==> config.mk <==
export PLATFORM = sky130hd
export DESIGN_NAME = rv32_divider
export DESIGN_NICKNAME = d
export VERILOG_FILES = /design/src/rtl/rv32_pkg.sv /design/src/rtl/div_step.sv /design/src/rtl/rv32_divider.sv
export SDC_FILE = /design/constraint.sdc
export NUM_CORES = 1
export LEC_CHECK = 0
export BUFFER_PORTS_ARGS = -buffer_cell sky130_fd_sc_hd__buf_2
export CORE_MARGIN = 5
export CORE_UTILIZATION = 65
export DETAILED_ROUTE_END_ITERATION = 8
export PLACE_DENSITY = 0.87
export SYNTH_ARGS = -nofsm -noshare
export SYNTH_HDL_FRONTEND = slang
export SYNTH_SLANG_ARGS = --single-unit
==> constraint.sdc <==
create_clock -name clk -period 27.9 [get_ports clk]
set_input_delay 8.37 -clock clk [delete_from_list [all_inputs] [get_ports clk]]
set_output_delay 8.37 -clock clk [all_outputs]
set_load 0.01 [all_outputs]
==> src/rtl/rv32_pkg.sv <==
// Shared RV32 definitions: datapath width, M-extension funct3 encodings
// used by the divider, and the divider state encoding.
package rv32_pkg;

    localparam int XLEN = 32;

    localparam logic [1:0] F3_DIV  = 2'b00;
    localparam logic [1:0] F3_DIVU = 2'b01;
    localparam logic [1:0] F3_REM  = 2'b10;
    localparam logic [1:0] F3_REMU = 2'b11;

    typedef enum logic [1:0] {
        DIV_IDLE = 2'd0,
        DIV_CALC = 2'd1,
        DIV_FIX  = 2'd2
    } div_state_t;

endpackage

==> src/rtl/div_step.sv <==
// One restoring-division iteration: trial subtraction of the divisor from
// the shifted partial remainder, built as a ripple of full-adder cells.
module full_adder (
    input  logic a,
    input  logic b,
    input  logic cin,
    output logic sum,
    output logic cout
);

    assign sum  = a ^ b ^ cin;
    assign cout = (a & b) | (a & cin) | (b & cin);

endmodule

module div_step #(
    parameter int XLEN = rv32_pkg::XLEN
) (
    input  logic [XLEN:0]   rem_in,
    input  logic [XLEN-1:0] divisor,
    output logic [XLEN-1:0] rem_out,
    output logic            quo_bit
);

    logic [XLEN:0]   divisor_inv;
    logic [XLEN:0]   trial;
    logic [XLEN+1:0] carry;

    // Subtraction as addition of the inverted, zero-extended divisor plus one.
    assign divisor_inv = ~{1'b0, divisor};
    assign carry[0]    = 1'b1;

    for (genvar i = 0; i <= XLEN; i++) begin : g_cell
        full_adder u_fa (
            .a    (rem_in[i]),
            .b    (divisor_inv[i]),
            .cin  (carry[i]),
            .sum  (trial[i]),
            .cout (carry[i+1])
        );
    end

    // Trial is non-negative when no borrow occurred and its sign bit is clear.
    assign quo_bit = carry[XLEN+1] & ~trial[XLEN];
    assign rem_out = quo_bit ? trial[XLEN-1:0] : rem_in[XLEN-1:0];

endmodule

==> src/rtl/rv32_divider.sv <==
// Multicycle radix-2 restoring divider for RV32M DIV/DIVU/REM/REMU.
// Operands are reduced to magnitudes at start, one quotient bit is produced
// per cycle, and signs are restored in a final fix-up cycle.
module rv32_divider #(
    parameter int XLEN = rv32_pkg::XLEN
) (
    input  logic            clk,
    input  logic            rst_n,
    input  logic            start,
    input  logic [1:0]      op,
    input  logic [XLEN-1:0] dividend,
    input  logic [XLEN-1:0] divisor,
    input  logic            kill,
    output logic            busy,
    output logic            done,
    output logic [XLEN-1:0] result
);

    import rv32_pkg::*;

    localparam int CW = $clog2(XLEN);
    localparam logic [CW-1:0]   LAST_ITER = CW'(XLEN - 1);
    localparam logic [XLEN-1:0] MOST_NEG  = {1'b1, {(XLEN-1){1'b0}}};

    div_state_t      state;
    logic            sel_rem_q;
    logic            quo_neg_q;
    logic            rem_neg_q;
    logic [XLEN-1:0] rem_q;
    logic [XLEN-1:0] quo_q;
    logic [XLEN-1:0] divisor_mag_q;
    logic [CW-1:0]   count;

    logic            is_signed;
    logic            sel_rem;
    logic            dividend_neg;
    logic            divisor_neg;
    logic [XLEN-1:0] dividend_mag;
    logic [XLEN-1:0] divisor_mag;
    logic            div_zero;
    logic            overflow;
    logic [XLEN-1:0] step_rem;
    logic            step_bit;
    logic [XLEN-1:0] quo_fixed;
    logic [XLEN-1:0] rem_fixed;

    // Decode the incoming request: signedness, magnitudes and special cases.
    always_comb begin
        is_signed    = (op == F3_DIV) || (op == F3_REM);
        sel_rem      = (op == F3_REM) || (op == F3_REMU);
        dividend_neg = is_signed & dividend[XLEN-1];
        divisor_neg  = is_signed & divisor[XLEN-1];
        dividend_mag = dividend_neg ? -dividend : dividend;
        divisor_mag  = divisor_neg ? -divisor : divisor;
        div_zero     = (divisor == '0);
        overflow     = is_signed && (dividend == MOST_NEG) && (divisor == '1);
    end

    div_step #(.XLEN(XLEN)) u_step (
        .rem_in  ({rem_q, quo_q[XLEN-1]}),
        .divisor (divisor_mag_q),
        .rem_out (step_rem),
        .quo_bit (step_bit)
    );

    // Restore signs: quotient negative on sign mismatch, remainder follows dividend.
    always_comb begin
        quo_fixed = quo_neg_q ? -quo_q : quo_q;
        rem_fixed = rem_neg_q ? -rem_q : rem_q;
    end

    // Control FSM and datapath registers; kill aborts without touching result.
    always_ff @(posedge clk or negedge rst_n) begin
        if (!rst_n) begin
            state         <= DIV_IDLE;
            sel_rem_q     <= 1'b0;
            quo_neg_q     <= 1'b0;
            rem_neg_q     <= 1'b0;
            rem_q         <= '0;
            quo_q         <= '0;
            divisor_mag_q <= '0;
            count         <= '0;
            busy          <= 1'b0;
            done          <= 1'b0;
            result        <= '0;
        end else if (kill) begin
            state <= DIV_IDLE;
            busy  <= 1'b0;
            done  <= 1'b0;
        end else begin
            done <= 1'b0;
            case (state)
                DIV_IDLE: begin
                    if (start) begin
                        sel_rem_q <= sel_rem;
                        count     <= '0;
                        busy      <= 1'b1;
                        if (div_zero || overflow) begin
                            quo_neg_q <= 1'b0;
                            rem_neg_q <= 1'b0;
                            quo_q     <= div_zero ? '1 : MOST_NEG;
                            rem_q     <= div_zero ? dividend : '0;
                            state     <= DIV_FIX;
                        end else begin
                            quo_neg_q     <= dividend_neg ^ divisor_neg;
                            rem_neg_q     <= dividend_neg;
                            quo_q         <= dividend_mag;
                            rem_q         <= '0;
                            divisor_mag_q <= divisor_mag;
                            state         <= DIV_CALC;
                        end
                    end
                end
                DIV_CALC: begin
                    rem_q <= step_rem;
                    quo_q <= {quo_q[XLEN-2:0], step_bit};
                    count <= count + 1'b1;
                    if (count == LAST_ITER) begin
                        state <= DIV_FIX;
                    end
                end
                DIV_FIX: begin
                    result <= sel_rem_q ? rem_fixed : quo_fixed;
                    done   <= 1'b1;
                    busy   <= 1'b0;
                    state  <= DIV_IDLE;
                end
                default: begin
                    state <= DIV_IDLE;
                    busy  <= 1'b0;
                end
            endcase
        end
    end

endmodule
==> results of run 1 <==
[power breakdown]
group | switching, µW | leakage (µW) | total, µW | internal, µW
Sequential | 55.6 | 0.00180 | 295 | 239
Combinational | 192 | 0.00244 | 322 | 130
Clock | 78.2 | 0.000262 | 204 | 126
[metal layers]
metal | GRT usage (%) | up-vias | routed length (µm)
li1 | - | 4161 | -
met4 | 13.1 | 0 | 817
met1 | 43.3 | 4225 | 11000
met3 | 6.39 | 71 | 2790
met2 | 46.7 | 534 | 12100
met5 | 0 | - | 0
[how the worst max path moves through the flow]
stage	end	slack, ns	cells past startpoint
after CTS	rem_q[22]	13.36	38
after floorplan	rem_q[24]	14.35	39
after detailed placement	rem_q[22]	13.44	38
final	rem_q[22]	13.28	38
after global placement	rem_q[1]	13.66	38
after global routing	rem_q[26]	12.61	38
[through the flow]
stage / setup WS [ns] / instances / instance area [µm²] / total power, µW / util [%]
after floorplan: 14.35 / 1127 / 9850 / 517 / -
after global placement: 13.66 / 1360 / 10400 / 592 / 69.3
after detailed placement: 13.44 / 1360 / 10400 / 606 / 69.3
after CTS: 13.36 / 1389 / 11000 / 815 / 72.9
after global routing: 12.61 / 1389 / 11000 / 878 / 72.9
final: 13.28 / 1389 / 11000 / 821 / 72.9
[worst max-delay path: cells and delay by family, from the launching register on]
| family | cells | cell delay [ns] |
|---|---|---|
| DFF | 1 | 0.36 |
| AOI/OAI and AO/OA | 3 | 0.50 |
| xor gates and xnor gates | 1 | 0.95 |
| and+or+nand+nor | 1 | 0.11 |
| adders and majority gates | 32 | 12.49 |
| buffers and inverters | 1 | 0.07 |
[cells in the final DEF (no fill, tap or decap), drive strengths merged, types with 4 or more instances in the layout]
cell / instances
a31oi: 6
a211oi: 14
o22ai: 36
nand2: 99
o21ai: 126
nand3: 8
nor4: 14
or3: 9
inv: 43
mux2: 19
a22oi: 9
xor2: 40
nand2b: 12
nor2b: 4
dfrtp: 140
nand4: 16
a21oi: 96
fa: 31
buf: 115
or2: 11
ha: 8
o31ai: 27
nor3: 22
xnor2: 81
nor2: 106
clkbuf: 28
o221ai: 11
o41ai: 26
or4: 14
mux2i: 5
[state kept, by name, summed over array words and instances (netlist names)]
| name | cells |
|---|---|
| result | 32 |
| sel_rem_q | 1 |
| rem_q | 32 |
| state | 2 |
| done | 1 |
| quo_neg_q | 1 |
| quo_q | 32 |
| busy | 1 |
| rem_neg_q | 1 |
| divisor_mag_q | 32 |
| count | 5 |
[kinds of logic after synthesis]
kind of cell | after synthesis | share of synthesized area, %
AND/OR/NAND/NOR | 331 | 16.6
XOR/XNOR | 121 | 10.8
flip-flops | 140 | 35.6
adder cells (fa/ha/maj) | 39 | 7.32
AO/OA/AOI/OAI | 359 | 22.5
buffers and inverters | 113 | 4.60
multiplexers | 24 | 2.68
[cell type report]
type,count,area (µm²)
fill,1134,4080
timing repair buffer,115,612
multi-input combinational,874,5910
inverter,43,161
tap,188,235
sequential,140,3500
clock buffer,28,527
clock inverter,1,5.00
==> results.toml, run 1 <==
[outcome]
outcome = "complete, no violations"

[yosys]
synthDistinctLibCells = 65
netlist_instances = 1127
ys_top_cells_by_area = "dfrtp_1, xnor2_1, fa_1"
yosys_warnings = 0
syn-num-nets = 1236
ys_top_cells_by_count = "dfrtp_1, o21ai_0, nor2_1"
synth_top_area_share_pct = 35.6
yosysSeqAreaShare_pct = 35.6
yosysMostFrequentCell = "dfrtp_1"
synth_ff_type = "dfrtp_1"
synth_enable_flop_cells = 0
synth_top_area_cell = "dfrtp_1"
ys_seq_elements = 140
syn_avg_cell_area_um2 = 8.74
synthArstFlopShare_pct = 100
netlist_area_um2 = 9850

[min_path]
hold_depth = 2
hold_start = "result[12]"
whs_endpoint = "result[12]"
hp-class = "reg2reg"

[pwr]
peakVddDrop_v = 0.0000507
p_per_area_nw_per_um2 = 75.0
leakagePower_uw = 0.00451

[sta]
hold_viol = 0
finalCritPeriodShare_pct = 52.4
tightest_slew_ns = 1.18
slew_headroom_pct = 20.8
min_period_ns = 14.62
slew_viol_final = 0
setup_viol = 0
fin_worst_skew_ns = 0.00807
fmax_mhz = 68.4
setup_tns_ns = 0
timing.hold.ws_ns = 0.468
rsz0062_at_grt = "false"

[routing]
firstDrtPassIters = 5
drc = 0
viasPerCell = 6.47
wire_per_inst_um = 19.2
drt_iter0_markers = 1106
vias = 8991
ant_nets = 0
routed_wl_mm = 26.7

[global_routing]
grt_pass1_wl_mm = 43.6
first_global_vias = 8515
overflow = 0
grt_max_degree = 98
grtUsageTotal_pct = 30.8
antenna_found_initial = 0

[critical_path]
worst_ep_required_time_ns = 28.22
cpMostUsedCell = "fa_1"
cp_max_fo = 25
arrival_ns = 14.94
cp_slowest_cell = "xnor2_2"
crit_type = "reg2reg"
rrSetupSlack_ns = 13.28
critPathLaunchType = "flop"
r2r-end = "rem_q[22]"
crit-reg2reg-launch = "quo_q[31]"
cp-end-kind = "flop"
worstRegToRegCells = 38
critical_path.max_stage_delay_ns = 0.95
startpoint = "quo_q[31]"

[die]
die-area_um2 = 17700
core_area_um2 = 15000
ios = 104
die_h_um = 133
start_util_pct = 65.5
die_x_um = 133
core.rowCount = 45

[cts]
clkTransAtPathRegs_ns = 0.06
cts_tree = "built"
cts_sinks = 140
ctsLongestPathBuffers = 2
post_cts_buffers = 0
numCtsBuffers = 17
cts-root-buf = "clkbuf_16"
htreeDepth = 4
ctsResizeCount = 0
postCtsHoldBufs = 0
insertion_delay_ns = 0.42

[final_layout]
drive_gt1_share_pct = 16.2
area_growth_pct = 11.2
antenna_cells = 0
nNetsFinal = 1300

[job]
drv_cap = 0

[place]
gp_congestion = 0.991
port_buffers = 103
dpl.hpwl_mm = 19.5
Power figures use the tool's default switching activity.
==> run 2: changes to the inputs <==
- CORE_UTILIZATION: 65 -> 54
- PLACE_DENSITY: 0.87 -> 0.77
- clock period: 27.9 -> 13.4 ns (I/O delays scaled with it)
==> results.toml, run 2 (synthesized netlist as in run 1, its figures left out) <==
[outcome]
outcome = "complete, no violations"

[final_layout]
final_cell_area_um2 = 11300
nNetsFinal = 1312
drive_gt1_share_pct = 19.7
area_growth_pct = 14.4
layout_commonest_cell = "dfrtp_1"
layout_common_cells = "dfrtp_1, o21ai_0, nor2_1, buf_2, nand2_1"

[pwr]
p_per_area_nw_per_um2 = 162
leakagePower_uw = 0.00459
finalPower_uw = 1820
peakVddDrop_v = 0.0000995

[place]
gp_congestion = 0.907
port_buffers = 103
dpl_cell_area_um2 = 10600
dpl.hpwl_mm = 20.4

[sta]
slew_headroom_pct = 16.3
setup_viol = 0
fmax_mhz = 76.8
slew_viol_final = 0
hold_viol = 0
tightest_slew_ns = 1.26
fin_worst_skew_ns = 0.00605
min_period_ns = 13.02
rsz0062_at_grt = "false"
finalCritPeriodShare_pct = 97.1

[routing]
drc = 0
drt_iter0_markers = 1210
firstDrtPassIters = 7
vias = 9004
wire_per_inst_um = 19.4
viasPerCell = 6.23
routed_wl_mm = 28.1
ant_nets = 0

[critical_path]
worst_ep_required_time_ns = 13.66
crit_type = "reg2reg"
cp_slowest_cell = "fa_2"
cp_max_fo = 20
cpMostUsedCell = "fa_2"
arrival_ns = 13.27
critPathLaunchType = "flop"
critical_path.top_delay_family = "adder cells"
critical_path.max_stage_delay_ns = 0.42
cp-end-kind = "flop"
crit_buf_inv = 2

[job]
drv_cap = 0

[cts]
cts_tree = "built"
cts_sinks = 140
htreeDepth = 4
clkTransAtPathRegs_ns = 0.06
ctsLongestPathBuffers = 2
numCtsBuffers = 17
cts-root-buf = "clkbuf_16"
insertion_delay_ns = 0.43

[die]
die_x_um = 145
die-area_um2 = 21000
core.rowCount = 49
die_h_um = 145
ios = 104
start_util_pct = 54.8
core_area_um2 = 18000

[global_routing]
grt_pass1_wl_mm = 45.9
grt_max_degree = 97
antenna_found_initial = 1
overflow = 0
first_global_vias = 8527
grtUsageTotal_pct = 26.7

[min_path]
hp-class = "reg2reg"
run 2: cell count changes in the layout (fill, tap and decap cells not counted), sizes merged:
cell	delta
clkinv	+5
clkbuf	-3
buf	+12
clkinvlp	+1
diode	+1
run 2: area by class of cell:
| cell class | count | area [µm²] |
|---|---|---|
| Clock inverter | 7 | 37.5 |
| Multi-Input combinational cell | 874 | 6010 |
| Tap cell | 229 | 287 |
| Timing Repair Buffer | 127 | 766 |
| Clock buffer | 25 | 505 |
| Antenna cell | 1 | 2.50 |
| Sequential cell | 140 | 3500 |
| Fill cell | 1537 | 6700 |
| Inverter | 43 | 161 |
run 2: worst min-delay path, stage by stage (launching register included):
cell and delay (ns):
dfrtp_1 0.33, nand2_1 0.05, o21ai_0 0.06
run 2: layer usage:
layer,vias to the layer above,wire (µm),global-route usage [%]
met5,-,0,0
met1,4297,12200,38.7
li1,4212,-,-
met2,445,12600,39.6
met4,0,668,8.71
met3,50,2560,6.17
run 2: worst paths after layout:
kind                                     end             start  slack (ns)  depth (start not counted)
hold / removal                    result[12]        result[12]        0.47                          2
min in group asynchronous          result[5]             rst_n        3.65                          1
hold reg to reg                   result[12]        result[12]        0.47                          2
setup / recovery                   rem_q[15]  divisor_mag_q[0]        0.38                         39
setup reg to reg                   rem_q[15]  divisor_mag_q[0]        0.38                         39
max in group asynchronous  divisor_mag_q[31]             rst_n        8.46                          2
run 2: timing repair:
item | in CTS | in global routing
setup endpoints to repair | 33 | 33
buffers inserted | 2 | 0
resized for setup | 22 | 12
cloned | 2 | 0
hold buffers | 0 | 0
pin swaps | 2 | 2
run 2: report_power, final:
group          internal (µW)  switching [µW]  leakage, µW
clock network            259             174     0.000273
registers                498             114      0.00180
logic                    346             434      0.00252
run 2: through the flow:
stage          std cells  utilization (%)  hold WS, ns  setup TNS [ns]  worst slack (ns)
6_report            1446             62.7        0.471               0             0.384
4_1_cts             1445             62.5        0.476               0            0.0136
2_1_floorplan       1127                -        0.473           -1.36           -0.0719
3_3_place_gp        1409             58.7        0.455          -10.38            -0.369
5_1_grt             1446             62.7        0.496               0            0.0406
3_5_place_dp        1409             58.7        0.462          -17.18            -0.608
==> run 3: changes to the inputs <==
- CORE_UTILIZATION: 54 -> 60
- PLACE_DENSITY: 0.77 -> 0.81
- clock period: 13.4 -> 13.9 ns (I/O delays scaled with it)
==> results.toml, run 3 (synthesized netlist as in run 1, its figures left out) <==
[outcome]
outcome = "complete, no violations"

[cts]
numCtsBuffers = 17
cts-root-buf = "clkbuf_16"
insertion_delay_ns = 0.43
cts_tree = "built"
clkTransAtPathRegs_ns = 0.06
ctsLongestPathBuffers = 2
cts_sinks = 140
htreeDepth = 4

[sta]
finalCritPeriodShare_pct = 97.2
fin_worst_skew_ns = 0.0106
slew_viol_final = 0
slew_headroom_pct = 15.6
tightest_slew_ns = 1.26
min_period_ns = 13.52
hold_viol = 0
setup_viol = 0
setup_tns_ns = 0
fmax_mhz = 74.0
timing.final.ws_setup_ns = 0.384

[critical_path]
crit_type = "reg2reg"
startpoint = "quo_q[31]"
critical_path.max_stage_delay_ns = 0.41
arrival_ns = 13.77
worstRegToRegCells = 39
r2r-end = "rem_q[16]"
cp_slowest_cell = "fa_1"
endpoint = "rem_q[16]"
critPathLaunchType = "flop"
worst_ep_required_time_ns = 14.16
crit-reg2reg-launch = "quo_q[31]"
rrSetupSlack_ns = 0.38
cp-end-kind = "flop"
cp_max_fo = 20
cpMostUsedCell = "fa_1"

[global_routing]
overflow = 0
antenna_found_initial = 0
first_global_vias = 8671
grt_max_degree = 97
grtUsageTotal_pct = 28.9
grt_pass1_wl_mm = 45.0

[place]
dpl.hpwl_mm = 19.9
port_buffers = 103
gp_congestion = 0.921
dpl_cell_area_um2 = 10500
place_ws_ns = -0.0929

[final_layout]
antenna_cells = 0
layout_common_cells = "dfrtp_1, o21ai_0, nor2_1, buf_2, nand2_1"
nNetsFinal = 1305
post-route-util_pct = 70.0
seqCellArea_um2 = 3500
layout_commonest_cell = "dfrtp_1"
fillers = 1281
final_cell_area_um2 = 11200
multi_input_area_um2 = 5960
area_growth_pct = 13.7
drive_gt1_share_pct = 17.9

[routing]
drt_iter0_markers = 1111
routed_wl_mm = 27.3
viasPerCell = 6.33
vias = 9016
firstDrtPassIters = 6
ant_nets = 0
wire_per_inst_um = 19.2
drc = 0

[die]
core.rowCount = 46
die_x_um = 138
die-area_um2 = 19100
core_area_um2 = 16000
start_util_pct = 61.5
die_h_um = 138
ios = 104

[pwr]
clkPwrFrac_pct = 26.7
seq_power_share_pct = 33.3
cell_internal_pwr_uw = 1090
power_frac_comb_pct = 40.0
p_switching_uw = 677
p_sw_share_pct = 38.4
leakagePower_uw = 0.00459
p_per_area_nw_per_um2 = 158
peakVddDrop_v = 0.000111

[job]
drv_cap = 0

[min_path]
hp-class = "reg2reg"
==> run 3: cell types whose count changed in the layout (fill, tap and decap cells not counted), moves of 3 or more <==
cell and change:
clkbuf_8 -4, buf_6 -3, fa_2 -12, bufinv_16 +4, buf_4 -4, clkbuf_1 +3, fa_1 +12
==> run 3: final cells by class <==
cell class	instances	area share [%]
multi-input combinational	874	53.2
clock inverter	8	1.25
clock buffer	24	4.12
inverter	43	1.44
sequential	140	31.3
timing repair buffer	120	6.25
tap	216	2.41
==> run 3: repair_timing <==
action	4_1_cts	5_1_grt
hold endpoints to repair	0	0
buffers inserted	1	0
gates cloned	1	0
hold buffers	0	0
gates resized for setup	6	10
pin swaps	1	1
endpoints found under the setup margin	32	33
==> run 3: routing by layer <==
layer	part of all wire (%)	global-route usage, %	up-vias
met1	42	40.6	4279
met4	3.2	10.9	0
met5	0	0	-
met2	45	44.2	496
li1	-	-	4174
met3	9.9	6.59	67
==> run 3: how the worst min path moves through the flow <==
stage	from	end	slack [ns]	cells past startpoint
floorplan	count[4]	count[4]	0.47	1
global placement	result[4]	result[4]	0.45	2
detailed placement	result[4]	result[4]	0.46	2
CTS	result[4]	result[4]	0.47	2
global route	result[3]	result[3]	0.51	2
finish	result[4]	result[4]	0.47	2
==> run 3: per-stage QoR <==
stage	power [µW]	hold WS [ns]	instances
after global routing	1880	0.507	1425
final	1770	0.466	1425
after CTS	1740	0.473	1425
after floorplan	1040	0.473	1127
after detailed placement	1230	0.461	1391
after global placement	1220	0.454	1391
==> run 3: power by group through the flow <==
stage | logic, µW | registers (µW) | clock network (µW)
3_5_place_dp | 644 | 588 | 0
3_3_place_gp | 631 | 585 | 0
4_1_cts | 688 | 583 | 473
5_1_grt | 787 | 601 | 493
6_report | 705 | 588 | 471
2_1_floorplan | 484 | 553 | 0
==> run 3: critical path: cells and delay by family, from the launching register on <==
kind	cells	cell delay, ns
buffers and inverters	2	0.41
adders and majority gates	32	11.86
AOI/OAI and AO/OA	3	0.43
DFF	1	0.36
xor gates and xnor gates	1	0.22
and+or+nand+nor	1	0.07
